$ cat src/rtl/srff_pkg.sv
// Shared constants and next-state rule for the SR flip-flop bank.
// Conflict-mode encodings plus the single-bit srff_next() function.
package srff_pkg;

    localparam int unsigned CM_HOLD = 0;
    localparam int unsigned CM_SET  = 1;
    localparam int unsigned CM_RST  = 2;
    localparam int unsigned CM_TOG  = 3;

    function automatic logic srff_next(
        input logic        q,
        input logic        s,
        input logic        r,
        input int unsigned mode
    );
        logic n;
        n = q;
        unique case (1'b1)
            (s & ~r): n = 1'b1;
            (~s & r): n = 1'b0;
            (s & r): begin
                // Out-of-range modes fall back to hold
                case (mode)
                    CM_SET:  n = 1'b1;
                    CM_RST:  n = 1'b0;
                    CM_TOG:  n = ~q;
                    default: n = q;
                endcase
            end
            default: n = q;
        endcase
        return n;
    endfunction

endpackage

$ cat src/rtl/srff_cell.sv
// Single SR flip-flop: next-state decode plus the state register.
// q_next is the enabled next value, exported for edge detection.
module srff_cell
    import srff_pkg::*;
#(
    parameter int unsigned CONFLICT_MODE = CM_HOLD,
    parameter logic        RST_VAL       = 1'b0
) (
    input  logic clk,
    input  logic rst,
    input  logic en,
    input  logic clr,
    input  logic s,
    input  logic r,
    output logic q,
    output logic q_next
);

    assign q_next = srff_next(q, s, r, CONFLICT_MODE);

    always_ff @(posedge clk or posedge rst) begin
        if (rst) begin
            q <= RST_VAL;
        end else if (clr) begin
            q <= RST_VAL;
        end else if (en) begin
            q <= q_next;
        end
    end

endmodule

$ cat src/rtl/srff_bank.sv
// Bank of WIDTH SR flip-flops with edge pulses, sticky conflict
// flags and a saturating count of conflicting enabled cycles.
module srff_bank
    import srff_pkg::*;
#(
    parameter int unsigned       WIDTH         = 8,
    parameter int unsigned       CONFLICT_MODE = CM_HOLD,
    parameter logic [WIDTH-1:0]  RST_VAL       = {WIDTH{1'b0}},
    parameter int unsigned       CNT_W         = 8
) (
    input  logic             clk,
    input  logic             rst,
    input  logic             en,
    input  logic             clr,
    input  logic [WIDTH-1:0] s,
    input  logic [WIDTH-1:0] r,
    output logic [WIDTH-1:0] q,
    output logic [WIDTH-1:0] q_n,
    output logic [WIDTH-1:0] rise,
    output logic [WIDTH-1:0] fall,
    output logic [WIDTH-1:0] conflict_sticky,
    output logic [CNT_W-1:0] conflict_cnt
);

    localparam logic [CNT_W-1:0] CNT_MAX = '1;

    logic [WIDTH-1:0] q_nx;
    logic [WIDTH-1:0] cf;

    assign cf  = s & r;
    assign q_n = ~q;

    for (genvar i = 0; i < WIDTH; i++) begin : g_cell
        srff_cell #(
            .CONFLICT_MODE(CONFLICT_MODE),
            .RST_VAL      (RST_VAL[i])
        ) u_cell (
            .clk   (clk),
            .rst   (rst),
            .en    (en),
            .clr   (clr),
            .s     (s[i]),
            .r     (r[i]),
            .q     (q[i]),
            .q_next(q_nx[i])
        );
    end

    always_ff @(posedge clk or posedge rst) begin
        if (rst) begin
            rise            <= '0;
            fall            <= '0;
            conflict_sticky <= '0;
            conflict_cnt    <= '0;
        end else if (clr) begin
            rise            <= '0;
            fall            <= '0;
            conflict_sticky <= '0;
            conflict_cnt    <= '0;
        end else if (en) begin
            rise            <= ~q & q_nx;
            fall            <= q & ~q_nx;
            conflict_sticky <= conflict_sticky | cf;
            // One count per cycle regardless of how many bits conflict
            if (|cf && conflict_cnt != CNT_MAX) begin
                conflict_cnt <= conflict_cnt + 1'b1;
            end
        end else begin
            rise <= '0;
            fall <= '0;
        end
    end

    a_mode_legal : assert property (@(posedge clk) CONFLICT_MODE <= CM_TOG)
        else $error("srff_bank: illegal CONFLICT_MODE %0d", CONFLICT_MODE);

endmodule

$ cat config.mk
export PLATFORM = sky130hd
export DESIGN_NAME = srff_bank
export DESIGN_NICKNAME = d
export VERILOG_FILES = /design/src/rtl/srff_pkg.sv /design/src/rtl/srff_cell.sv /design/src/rtl/srff_bank.sv
export SDC_FILE = /design/constraint.sdc
export NUM_CORES = 1
export LEC_CHECK = 0
export CAP_MARGIN = 25
export CORE_AREA = 2 2 80 113
export DETAILED_ROUTE_END_ITERATION = 6
export DIE_AREA = 0 0 82 115
export HOLD_SLACK_MARGIN = 0.05
export PLACE_DENSITY = 0.54
export SLEW_MARGIN = 20
export SYNTH_ARGS = -nofsm -noshare
export SYNTH_HDL_FRONTEND = slang
export SYNTH_HIERARCHICAL = 1
export SYNTH_SLANG_ARGS = --single-unit
$ cat constraint.sdc
create_clock -name clk -period 4.45 [get_ports clk]
set_clock_uncertainty 0.15 [all_clocks]
set_input_delay 0.89 -clock clk [delete_from_list [all_inputs] [get_ports clk]]
set_output_delay 0.89 -clock clk [all_outputs]
set_load 0.005 [all_outputs]
After elaboration in Yosys (flattened, before gate mapping)
Index checks and enable logic that the tools add are counted.
Widths: inputs -> output; s select.

cells by class
  add/subtract/negate cells = 1
  equality and inequality tests = 1
  muxes and demuxes = 33
  bitwise gates (word level) = 38
  reduce and logical (&&, ||, !) cells = 5

operator list
  kind                 count
  $mux 8               9
  $and 8x8->8          3
  $and 1x1->1          16
  $mux 1               16
  $not 1->1            16
  $not 8->8            2
  $pmux 1 s2           8
  $add 8x1->8 const B  1
  $ne 8x8->1 const B   1
  $or 8x8->8           1
  $reduce_or 8->1      1
  $reduce_bool 2->1    2
  $reduce_and 2->1     1
  $logic_and 1x1->1    1

word-level totals
  register bits = 40
  input bits = 20

Depth between registers and ports, before layout
Gate-level depths: netlist of run 1.

  depth in word-level cells = 7
  gate-level depth with buffers = 5
  gate-level depth less buffers = 5

Cells and area by module
Netlist of run 1, hierarchy kept.

modules (own cells, without submodules)
  module     times used  cells an instance  area an instance (um2)  sequential area each (um2)
  srff_bank  1           120                1338.8                  800.8
  srff_cell  8           9                  90.1                    25.0

Least setup slack after synthesis of run 1
Ideal clock, no wire load.

  path kind = input -> register
  start = input s[6]
  end = register conflict_cnt[3]
  setup time = 0.127 ns
  arrival time = 1.837 ns
  data required time = 4.173 ns
  setup slack = 2.336 ns
  stages = 5
  path through = a22oi_1 nand2_1 nor2_4 and4bb_1 mux2_1

between the ends
  word-level cells in the longest chain between the ends = 5

RTL lines
  element                      RTL line         source
  from (decl)                  srff_bank.sv:15  input logic [WIDTH-1:0] s,
  $and 8x8->8                  srff_bank.sv:30  assign cf = s & r;
  $reduce_or 8->1              srff_bank.sv:65  if (|cf && conflict_cnt != CNT_MAX) begin
  $logic_and 1x1->1            srff_bank.sv:65
  $reduce_bool 2->1 (no line)  -
  $reduce_and 2->1 (no line)   -
  to (signal assigned)         srff_bank.sv:66  conflict_cnt <= conflict_cnt + 1'b1;
  to (decl)                    srff_bank.sv:22  output logic [CNT_W-1:0] conflict_cnt

No other way between the ends.
A chain may end at the register's enable or synchronous reset.

Worst setup path after layout of run 1
Same ends and word-level chain as after synthesis.

==> results by group, run 1 <==
Clocking
  – Setup Buffers After CTS: 0
  – CTS tree: built
  – Clock transition at path regs: about 0.06 ns
  – Root Driver: clkbuf_16
  – H-tree depth: 2
  – Worst-skew pair later-pin latency: 0.28 ns
  – CTS Hold Buffers Added: 0
  – Post_cts resized: 0
  – CTS buffer count: 5
  – Clk buf depth: 2
  – Clk sinks: 40

Run
  – Number of max-cap violations: 0

Logic synthesis
  – YS warnings: 6
  – Post-synthesis sequential area ratio: 48.6%
  – Post-synthesis cell area: about 2100 um^2
  – Synth Area per Inst: 10.7 um^2
  – #FFs+latches synth: 40
  – Syn_nets: 221
  – Yosys cell types: 36
  – Synth Instances: around 190

Route
  – DR vias/cell: ~4.6
  – DRT Wirelength: 5310 um
  – Pre-antenna DRT Iters: 4
  – Total number of vias: about 1700
  – Iteration-0 DRC Markers: ~110
  – DRC: 0
  – Final ANT Viol Nets: 0
  – WL/cell: around 14 um

Timing
  – Worst slew margin: 52.8%
  – Setup_tns: 0 ns
  – Final period util: a little under three fifths
  – Final setup viols: 0
  – Hold_ws: 0.347 ns
  – Unrepaired setup endpoints after global routing: false
  – Fin crit period: roughly 2.5 ns
  – Fmax: between 0.3 and 0.4 GHz
  – Final Max Tran Viols: 0
  – Count of final hold-check violations: 0
  – Slew @ Worst Pin: 0.708 ns

Die
  – Die extent in x: between 80 and 90 um
  – Starting Density: 24.5%
  – Core ar.: 8410 um^2
  – Full die area: about 9400 um^2
  – Row Count: 40
  – # IOs: 68
  – Die height: roughly 120 um

Cells and area
  – Share of layout cells above drive strength 1: 11.3%
  – Final nets: approximately 290
  – Number of diodes: 0
  – Area delta synth->final: 47.0%

Global route
  – Total global routing overflow: 0
  – First-pass GRT wire length: about 8700 um
  – Global-route usage over all layers: roughly an eighth
  – Number of global-route vias before repair: 1791
  – Initial antenna violation count: 0
  – Largest net degree at the start of global routing: 36

Placement
  – Gp weighted congestion: about 0.75
  – DPL Wire Length: 3940 um
  – PortBufs: 67

Setup path
  – RR Endpoint: conflict_cnt[6]
  – Worst reg2reg setup slack: between 2 and 3 ns
  – Startpoint Class: input pin
  – Setup CP Type: input pin to flip-flop
  – Arrival time worst endpoint: about 2.5 ns
  – Reg2Reg Depth: 5
  – Reg2reg start: conflict_cnt[0]
  – Required @ worst endpoint: ~4.5 ns
  – CP endpoint kind: flip-flop
  – Worst-path fanout max: 10

Power and ir drop
  – Lkg Pwr: ~1.3 nW
  – Max VDD drop: slightly below 0.2 mV
  – Pwr Density: roughly 300 nW/um^2

Worst hold path
  – Hold depth: 2
  – Hold crit path type: flip-flop to flip-flop
  – Hold endpoint: conflict_sticky[7]
  – Hold path start: conflict_sticky[7]

Outcome
  – Status: completed
metal layers:
| layer | up-vias | GRT usage [%] | routed length [um] | part of all wire [%] |
|---|---|---|---|---|
| li1 | 818 | - | - | - |
| met4 | 0 | 4.67 | 115 | 2.2 |
| met3 | 10 | 2.90 | 288 | 5.4 |
| met1 | 828 | 15.0 | 2180 | 41 |
| met5 | - | 0 | 0 | 0 |
| met2 | 47 | 20.2 | 2720 | 51 |
synthesized netlist by cell type:
library cell  instances  area, um^2
nand4_1               1        6.26
buf_2                 2        10.0
nand2_1               4        15.0
a21oi_1               4        20.0
o211a_1               1        10.0
o21ai_2               8        70.1
o21ai_0               1        5.00
nand4_2               1        12.5
ha_1                  9         113
mux2_2                8        90.1
nor2_1               12        45.0
o31ai_1               2        15.0
mux2i_1               1        10.0
nor4b_1               1        8.76
nand3_2               1        10.0
buf_1                 1        3.75
nand3_1               2        10.0
a22oi_1               4        30.0
and4_4                1        11.3
nor3b_1               8        60.1
o41ai_1               1        8.76
clkbuf_1              2        7.51
nand2b_1              1        6.26
nor2b_1              10        62.6
and4bb_1              1        12.5
nor3_1                8        40.0
nand4bb_1             8        90.1
nor2_4                1        11.3
inv_1                25        93.8
a31oi_1               8        50.1
mux2_1                2        22.5
or3_1                 1        6.26
xnor2_1               1        8.76
dfrtp_1              40        1000
or2b_1                8        60.1
or4_1                 3        22.5
through the flow:
stage / total power, W / cell area [um^2] / utilization [%] / instances / setup WS [ns]
floorplan: 0.000453 / 2060 / - / 192 / 2.34
global placement: 0.000523 / 2860 / 34.0 / 362 / 1.69
detailed placement: 0.000524 / 2860 / 34.0 / 362 / 1.64
CTS: 0.000934 / 3030 / 36.0 / 370 / 1.94
global route: 0.000962 / 3030 / 36.0 / 370 / 1.85
finish: 0.000920 / 3030 / 36.0 / 370 / 1.93
how the worst max path moves through the flow:
stage,start,to,slack (ns),depth (start not counted)
5_1_grt,en,conflict_cnt[5],1.85,5
4_1_cts,s[0],conflict_cnt[3],1.94,6
2_1_floorplan,s[6],conflict_cnt[3],2.34,5
6_report,s[6],conflict_cnt[3],1.93,6
3_3_place_gp,clr,rise[7],1.69,4
3_5_place_dp,s[0],conflict_cnt[3],1.64,6
layout by cell type, fill, tap and decap left out, types with 2 or more instances in the layout:
| master | Yosys | layout |
|---|---|---|
| o21ai_2 | 8 | 8 |
| ha_1 | 9 | 9 |
| nand4bb_1 | 8 | 8 |
| dfrtp_1 | 40 | 40 |
| mux2_2 | 8 | 8 |
| a21oi_1 | 4 | 4 |
| a31oi_1 | 8 | 8 |
| clkbuf_16 | 0 | 5 |
| nand3_1 | 2 | 2 |
| or2b_1 | 8 | 8 |
| buf_4 | 0 | 3 |
| a22oi_1 | 4 | 4 |
| inv_1 | 25 | 25 |
| nor2_1 | 12 | 12 |
| clkdlybuf4s50_1 | 0 | 67 |
| mux2_1 | 2 | 2 |
| nor2b_1 | 10 | 10 |
| nand2_1 | 4 | 4 |
| or4_1 | 3 | 3 |
| nor3_1 | 8 | 8 |
| nor3b_1 | 8 | 8 |
| o31ai_1 | 2 | 2 |
worst max-delay path, cell delays in order:
cell and delay (ns):
clkdlybuf4s50_1 0.46, a22oi_1 0.25, nand2_1 0.17, nor2_4 0.23, and4bb_1 0.22, mux2_1 0.31
power breakdown:
group / internal, W / switching [W]
logic: 0.0000709 / 0.0000605
clock network: 0.000264 / 0.000141
registers: 0.000375 / 0.00000950
cell families after synthesis:
logic type,Yosys count,synth area share [%]
xor+xnor,1,0.425
simple gates,72,23.8
flops,40,48.6
compound gates,29,10.1
mux,11,5.95
buf+inv,30,5.59
fa+ha+maj,9,5.47
registers in the layout, summed over array words and instances (netlist names):
register and flops:
conflict_cnt 8, conflict_sticky 8, rise 8, g_cell.u_cell/q 8, fall 8
cell type report:
cell class | count | area (um^2)
fillers | 911 | 5380
flip-flops and latches | 40 | 1000
multi-input cells | 122 | 943
repair buffers | 70 | 693
well taps | 105 | 131
clock buffers | 6 | 129
inverters | 25 | 93.8
clock inverters | 2 | 35.0
Power figures use the tool's default switching activity.
==> run 2: changes to the inputs <==
--- a/config.mk
+++ b/config.mk
@@ -10,7 +10,7 @@
 export DETAILED_ROUTE_END_ITERATION = 6
 export DIE_AREA = 0 0 82 115
 export HOLD_SLACK_MARGIN = 0.05
-export PLACE_DENSITY = 0.54
+export PLACE_DENSITY = 0.56
 export SLEW_MARGIN = 20
 export SYNTH_ARGS = -nofsm -noshare
 export SYNTH_HDL_FRONTEND = slang
==> constraint.sdc (replaced) <==
create_clock -name clk -period 2.1 [get_ports clk]
set_clock_uncertainty 0.15 [all_clocks]
set_input_delay 0.42 -clock clk [delete_from_list [all_inputs] [get_ports clk]]
set_output_delay 0.42 -clock clk [all_outputs]
set_load 0.005 [all_outputs]
==> results by group, run 2 (synthesis gave the netlist of run 1 again) <==
Outcome
  – Status: completed

Power and ir drop
  – Lkg Pwr: 1.38 nW (+5.4%)
  – Sw frac: 23.5% (+0.65 points)
  – Pwr Density: 600 nW/um^2 (+97%)
  – Net switching power: 0.000444 W (+110%)
  – Internal: 0.00144 W (+100%)
  – Combinational share of power: 16.3% (+2.0 points)
  – Sequential Power Share: 43.1% (+1.3 points)
  – Clk network pwr share: 40.5% (-3.5 points)
  – Max VDD drop: 0.301 mV (+55%)

Worst hold path
  – Hold crit path type: input pin to async pin

Setup path
  – Arrival time worst endpoint: 2.00 ns (-0.53 ns)
  – Worst-path fanout max: 10 (unchanged)
  – Required @ worst endpoint: 2.11 ns (-2.35 ns)
  – Slowest CP cell: clkdlybuf4s50_1
  – Startpoint Class: input pin
  – Setup CP Type: input pin to flip-flop
  – CP peak stage delay: 0.45 ns (about the same)
  – CP cell instances: clkdlybuf4s50_1 -> a22oi_1 -> nand2_1 -> nor2_4 -> and4bb_1 -> mux2_1
  – CP endpoint kind: flip-flop

Route
  – Pre-antenna DRT Iters: 4 (unchanged)
  – Final ANT Viol Nets: 0 (unchanged)
  – WL/cell: 14.2 um (-1.2%)
  – DRT Wirelength: 5470 um (+3.1%)
  – Total number of vias: 1766 (+3.7%)
  – DRC: 0 (unchanged)
  – DR vias/cell: 4.58 (-0.60%)
  – Iteration-0 DRC Markers: 65 (-39%)

Clocking
  – H-tree depth: 2 (unchanged)
  – Post_cts resized: 0 (unchanged)
  – Clk sinks: 40 (unchanged)
  – CTS tree: built
  – CTS Hold Buffers Added: 0 (unchanged)
  – Setup Buffers After CTS: 0 (unchanged)
  – Clk buf depth: 2 (unchanged)
  – Root Driver: clkbuf_16
  – Worst-skew pair later-pin latency: 0.28 ns (about the same)
  – Clock transition at path regs: 0.06 ns (about the same)
  – CTS buffer count: 5 (unchanged)

Placement
  – DPL Wire Length: 4250 um (+7.9%)
  – PortBufs: 67 (unchanged)
  – Gp weighted congestion: 0.726 (-2.6%)

Timing
  – Slew @ Worst Pin: 0.427 ns (-0.281 ns)
  – Hold_ws: 0.315 ns (-0.0321 ns)
  – Fin crit period: 1.99 ns
  – Final setup viols: 0 (unchanged)
  – Worst slew margin: 71.5% (+19 points)
  – Final period util: between 90% and 100%
  – Unrepaired setup endpoints after global routing: false
  – Fmax: 0.503 GHz
  – Count of final hold-check violations: 0 (unchanged)
  – Final Max Tran Viols: 0 (unchanged)

Cells and area
  – Area delta synth->final: 52.6%
  – Commonest non-fill, non-tap cell in the layout: clkdlybuf4s50_1
  – Final nets: 309 (+5.5%)
  – Number of diodes: 0 (unchanged)
  – Final core occ: 37.4% (+1.4 points)
  – Most frequent cells in the layout: clkdlybuf4s50_1 (67), dfrtp_1 (40), inv_1 (25)
  – Share of layout cells above drive strength 1: 16.0% (+4.7 points)

Die
  – Core ar.: 8410 um^2 (unchanged)
  – Row Count: 40 (unchanged)
  – Full die area: 9430 um^2 (unchanged)
  – Die extent in x: 82 um (unchanged)
  – # IOs: 68 (unchanged)
  – Die height: 115 um (unchanged)
  – Starting Density: 24.5% (unchanged)

Run
  – Number of max-cap violations: 0 (unchanged)

Global route
  – Largest net degree at the start of global routing: 18 (-50%)
  – Total global routing overflow: 0 (unchanged)
  – Initial antenna violation count: 0 (unchanged)
  – First-pass GRT wire length: 8810 um (+0.79%)
  – Number of global-route vias before repair: 1861 (+3.9%)
  – Global-route usage over all layers: 12.3% (+0.18 points)
## run 2: changes by cell type in the layout (fill, tap and decap cells not counted), sizes merged
cell,change
buf,+16
clkbuf,+2
bufinv,-1
clkinv,-1
## run 2: metrics by stage
| stage | std cells | instance area, um^2 | setup slack [ns] | TNS, ns | power (W) |
|---|---|---|---|---|---|
| global route | 386 | 3140 | 0.0138 | 0 | 0.00198 |
| floorplan | 192 | 2060 | 0.456 | 0 | 0.000959 |
| finish | 386 | 3140 | 0.111 | 0 | 0.00188 |
| global placement | 378 | 3000 | -0.167 | -0.534 | 0.00113 |
| detailed placement | 378 | 3000 | -0.176 | -0.577 | 0.00114 |
| CTS | 386 | 3140 | 0.116 | 0 | 0.00191 |
## run 2: path summary, 6_finish.rpt
| check | from | to | slack (ns) | depth (start not counted) |
|---|---|---|---|---|
| worst max register to register | conflict_cnt[3] | conflict_cnt[6] | 0.36 | 5 |
| worst min-delay path | rst | rise[1] | 0.32 | 2 |
| worst min register to register | conflict_sticky[3] | conflict_sticky[3] | 0.35 | 2 |
| max in group asynchronous | rst | conflict_sticky[7] | 1.00 | 3 |
| min in group clk | conflict_sticky[3] | conflict_sticky[3] | 0.35 | 2 |
| worst max-delay path | r[5] | conflict_cnt[3] | 0.11 | 6 |
## run 2: critical path, delay by kind of cell
family | cells | cell delay, ns
and+or+nand+nor | 3 | 0.62
AOI/OAI and AO/OA | 1 | 0.21
muxes | 1 | 0.30
buffers and inverters | 1 | 0.45
## run 2: layout make-up
| cell class | instances | area, um^2 |
|---|---|---|
| clock buffers | 8 | 146 |
| fillers | 884 | 5270 |
| inverters | 25 | 93.8 |
| multi-input cells | 122 | 943 |
| flip-flops and latches | 40 | 1000 |
| well taps | 105 | 131 |
| repair buffers | 86 | 826 |
## run 2: power groups by stage
stage / Clock [W] / Combinational, W / Sequential (W)
final: 0.000764 / 0.000308 / 0.000812
after global routing: 0.000818 / 0.000341 / 0.000817
after CTS: 0.000787 / 0.000314 / 0.000813
after detailed placement: 0 / 0.000311 / 0.000827
after global placement: 0 / 0.000308 / 0.000827
after floorplan: 0 / 0.000134 / 0.000825
## run 2: routing by layer
layer / wire (um) / up-vias / global-route usage (%)
met5: 0 / - / 0
met4: 72 / 0 / 4.33
li1: - / 847 / -
met1: 2280 / 874 / 14.9
met2: 2880 / 39 / 21.2
met3: 233 / 6 / 2.75
==> run 3: changes to the inputs <==
--- a/config.mk
+++ b/config.mk
@@ -6,13 +6,12 @@
 export NUM_CORES = 1
 export LEC_CHECK = 0
 export CAP_MARGIN = 25
-export CORE_AREA = 2 2 80 113
+export CORE_AREA = 2 2 79 111
 export DETAILED_ROUTE_END_ITERATION = 6
-export DIE_AREA = 0 0 82 115
+export DIE_AREA = 0 0 81 113
 export HOLD_SLACK_MARGIN = 0.05
 export PLACE_DENSITY = 0.56
 export SLEW_MARGIN = 20
 export SYNTH_ARGS = -nofsm -noshare
 export SYNTH_HDL_FRONTEND = slang
-export SYNTH_HIERARCHICAL = 1
 export SYNTH_SLANG_ARGS = --single-unit
==> results by group, run 3 <==
Outcome
  – Status: completed

Cells and area
  – Most frequent cells in the layout: clkdlybuf4s50_1 (51), dfrtp_1 (40), inv_1 (25)
  – Number of diodes: 0 (unchanged)
  – Commonest non-fill, non-tap cell in the layout: clkdlybuf4s50_1
  – Area occupied by multi-input gates: 831 um^2 (-12%)
  – Share of layout cells above drive strength 1: 15.4% (-0.57 points)
  – Final nets: 309 (unchanged)
  – Area delta synth->final: 52.3%
  – Fill count: 849 (-4.0%)
  – Flip-flop and latch area: 1000 um^2 (unchanged)
  – Post-Layout Cell Count: 374 (-3.1%)

Global route
  – GR Util met2: 19.9% (-1.3 points)
  – Met3 Track Usage GR: 3.03% (+0.28 points)
  – Global-route usage over all layers: 11.8% (-0.49 points)
  – Initial antenna violation count: 0 (unchanged)
  – Met1 usage: 14.7% (-0.12 points)
  – Gr busiest metal: met2
  – Total global routing overflow: 0 (unchanged)
  – First-pass GRT wire length: 8420 um (-4.5%)
  – Number of global-route vias before repair: 1739 (-6.6%)
  – Largest net degree at the start of global routing: 41 (+23)

Clocking
  – Worst-skew pair later-pin latency: 0.27 ns (about the same)
  – Clock transition at path regs: 0.06 ns (about the same)
  – CTS buffer count: 5 (unchanged)
  – H-tree depth: 2 (unchanged)
  – CTS tree: built
  – Clk sinks: 40 (unchanged)
  – Root Driver: clkbuf_16
  – CTS Hold Buffers Added: 0 (unchanged)
  – Clk buf depth: 2 (unchanged)

Setup path
  – Setup CP Type: input pin to flip-flop
  – CP bufs+invs: 1 (unchanged)
  – CP delay by family, top: simple AND/OR/NAND/NOR gates
  – Required @ worst endpoint: 2.11 ns (about the same)
  – Stages on worst setup path: 6 (unchanged)
  – Startpoint Class: input pin
  – RR Endpoint: conflict_cnt[3]
  – CP peak stage delay: 0.54 ns (+0.09 ns)
  – CP endpoint kind: flip-flop
  – Arrival time worst endpoint: 2.00 ns (about the same)
  – Crit. Startpoint: r[1]
  – Reg2reg start: conflict_cnt[0]
  – CP endpoint: conflict_cnt[5]
  – Worst-path fanout max: 3 (-7)
  – CP cell instances: dlygate4sd2_1 -> ha_2 -> or4_4 -> o21ai_4 -> nor4_4 -> mux2_4
  – Slowest CP cell: or4_4
  – Reg2Reg Depth: 6 (+1)
  – Worst reg2reg setup slack: 0.21 ns (-0.15 ns)

Die
  – Row Count: 39 (-2.5%)
  – Starting Density: 24.7% (+0.20 points)
  – Core ar.: 8100 um^2 (-3.7%)
  – Full die area: 9150 um^2 (-2.9%)
  – Die height: 113 um (-1.7%)
  – Die extent in x: 81 um (-1.2%)
  – # IOs: 68 (unchanged)

Timing
  – Unrepaired setup endpoints after global routing: false
  – Final Max Tran Viols: 0 (unchanged)
  – Count of final hold-check violations: 0 (unchanged)
  – Worst slew margin: 79.9% (+8.4 points)
  – Final period util: 94.8% (about the same)
  – Fin worst setup slack: 0.110 ns (-0.00120 ns)
  – Slew @ Worst Pin: 0.299 ns (-0.128 ns)
  – Fmax: 0.503 GHz (about the same)
  – Final setup viols: 0 (unchanged)
  – Fin crit period: 1.99 ns (+0.00120 ns)

Logic synthesis
  – #FFs+latches synth: 40 (unchanged)
  – Ys async rst share: 100% (unchanged)
  – Post-synthesis cell area: 2000 um^2 (-2.9%)
  – YS warnings: 0 (-6)
  – Count leader, synth: dfrtp_1
  – Post-synthesis sequential area ratio: 50.0% (+1.4 points)
  – Synth Area per Inst: 10.2 um^2 (-4.8%)
  – Top cells by area, synth: dfrtp_1 (50%), ha_1 (11%), a21oi_1 (5.5%), inv_1 (4.9%), nor2_1 (3.6%)
  – Syn_nets: 233 (+5.4%)
  – Dominant cell type by area after synthesis: dfrtp_1
  – Post-synth top cells: dfrtp_1 (40), inv_1 (26), a21oi_1 (22)
  – Synth Instances: 196 (+2.1%)
  – Yosys cell types: 29 (-19%)
  – Top cell type's share of synthesized area: 50.0% (+1.4 points)
  – Post-synth top flop: dfrtp_1
  – Post-synth EDFFs: 0 (unchanged)

Power and ir drop
  – Max VDD drop: 0.269 mV (-11%)
  – Pwr Density: 590 nW/um^2 (-1.6%)
  – Internal: 0.00136 W (-5.3%)
  – Sequential Power Share: 44.9% (+1.8 points)
  – Sw frac: 24.1% (+0.58 points)
  – Lkg Pwr: 1.40 nW (+1.3%)
  – Clk network pwr share: 40.2% (-0.3 points)
  – Combinational share of power: 15.0% (-1.3 points)
  – Net switching power: 0.000434 W (-2.3%)

Route
  – DRT Wirelength: 4980 um (-9.0%)
  – WL/cell: 13.3 um (-6.1%)
  – DRC: 0 (unchanged)
  – Pre-antenna DRT Iters: 4 (unchanged)
  – Total number of vias: 1711 (-3.1%)
  – Iteration-0 DRC Markers: 97 (+49%)
  – DR vias/cell: 4.57 (about the same)
  – Final ANT Viol Nets: 0 (unchanged)

Placement
  – Gp weighted congestion: 0.813 (+12%)
  – PortBufs: 67 (unchanged)
  – DPL Wire Length: 3690 um (-13%)
  – Placed insts: 364 (-3.7%)
  – Setup WS pre-CTS: -0.377 ns (-0.201 ns)

Worst hold path
  – Hold crit path type: flip-flop to flip-flop

Run
  – Number of max-cap violations: 0 (unchanged)
## run 3: power groups by stage
stage | clock network (W) | logic (W) | registers [W]
2_1_floorplan | 0 | 0.000130 | 0.000818
3_3_place_gp | 0 | 0.000270 | 0.000821
3_5_place_dp | 0 | 0.000274 | 0.000821
4_1_cts | 0.000742 | 0.000271 | 0.000807
5_1_grt | 0.000780 | 0.000303 | 0.000809
6_report | 0.000722 | 0.000270 | 0.000806
## run 3: final cells by class
class / instances / area share [%]
multi-input cells: 112 / 27.3
clock inverters: 1 / 0.164
inverters: 26 / 3.20
flip-flops and latches: 40 / 32.9
clock buffers: 6 / 4.23
well taps: 102 / 4.19
repair buffers: 87 / 28.1
## run 3: how the worst min path moves through the flow
stage	slack (ns)	depth (start not counted)	from	end
detailed placement	0.30	1	g_cell[0].u_cell.q	rise[0]
global route	0.32	1	g_cell[7].u_cell.q	rise[7]
floorplan	0.28	1	g_cell[2].u_cell.q	rise[2]
finish	0.30	1	g_cell[4].u_cell.q	rise[4]
global placement	0.31	1	g_cell[4].u_cell.q	rise[4]
CTS	0.31	1	g_cell[4].u_cell.q	rise[4]
## run 3: worst register-to-register path, delay by kind of cell (launching register included)
| kind | cells | cell delay [ns] |
|---|---|---|
| and+or+nand+nor | 3 | 0.67 |
| DFF | 1 | 0.43 |
| adders and majority gates | 1 | 0.25 |
| buffers and inverters | 1 | 0.18 |
| AOI/OAI and AO/OA | 1 | 0.14 |
## run 3: through the flow
step                hold WS, ns  TNS, ns  total power [W]  util [%]  cell area (um^2)
floorplan                 0.283        0         0.000948         -              2000
global placement          0.305    -3.18          0.00109      35.1              2840
detailed placement        0.303    -3.28          0.00109      35.1              2840
CTS                       0.315        0          0.00182      37.0              3000
global route              0.325        0          0.00189      37.6              3050
finish                    0.305        0          0.00180      37.6              3050
## run 3: routing by layer
| metal | up-vias | share of wire, % |
|---|---|---|
| li1 | 820 | - |
| met1 | 842 | 41 |
| met2 | 45 | 53 |
| met3 | 4 | 4.7 |
| met4 | 0 | 0.98 |
| met5 | - | 0 |
## run 3: logic make-up (layout without fill, tap and decap cells)
family          count (synthesis)  after routing  share of synthesized area (%)
simple gates                   56             56                           16.8
buf+inv                        44            120                           10.3
flops                          40             40                           50.0
compound gates                 37             37                           11.0
fa+ha+maj                      17             17                           10.6
mux                             2              2                           1.25
## run 3: repair_timing
| item | CTS | global route |
|---|---|---|
| endpoints found under the setup margin | 8 | 8 |
| gates resized for setup | 18 | 11 |
| buffers inserted | 1 | 2 |
| pin swaps | 9 | 4 |
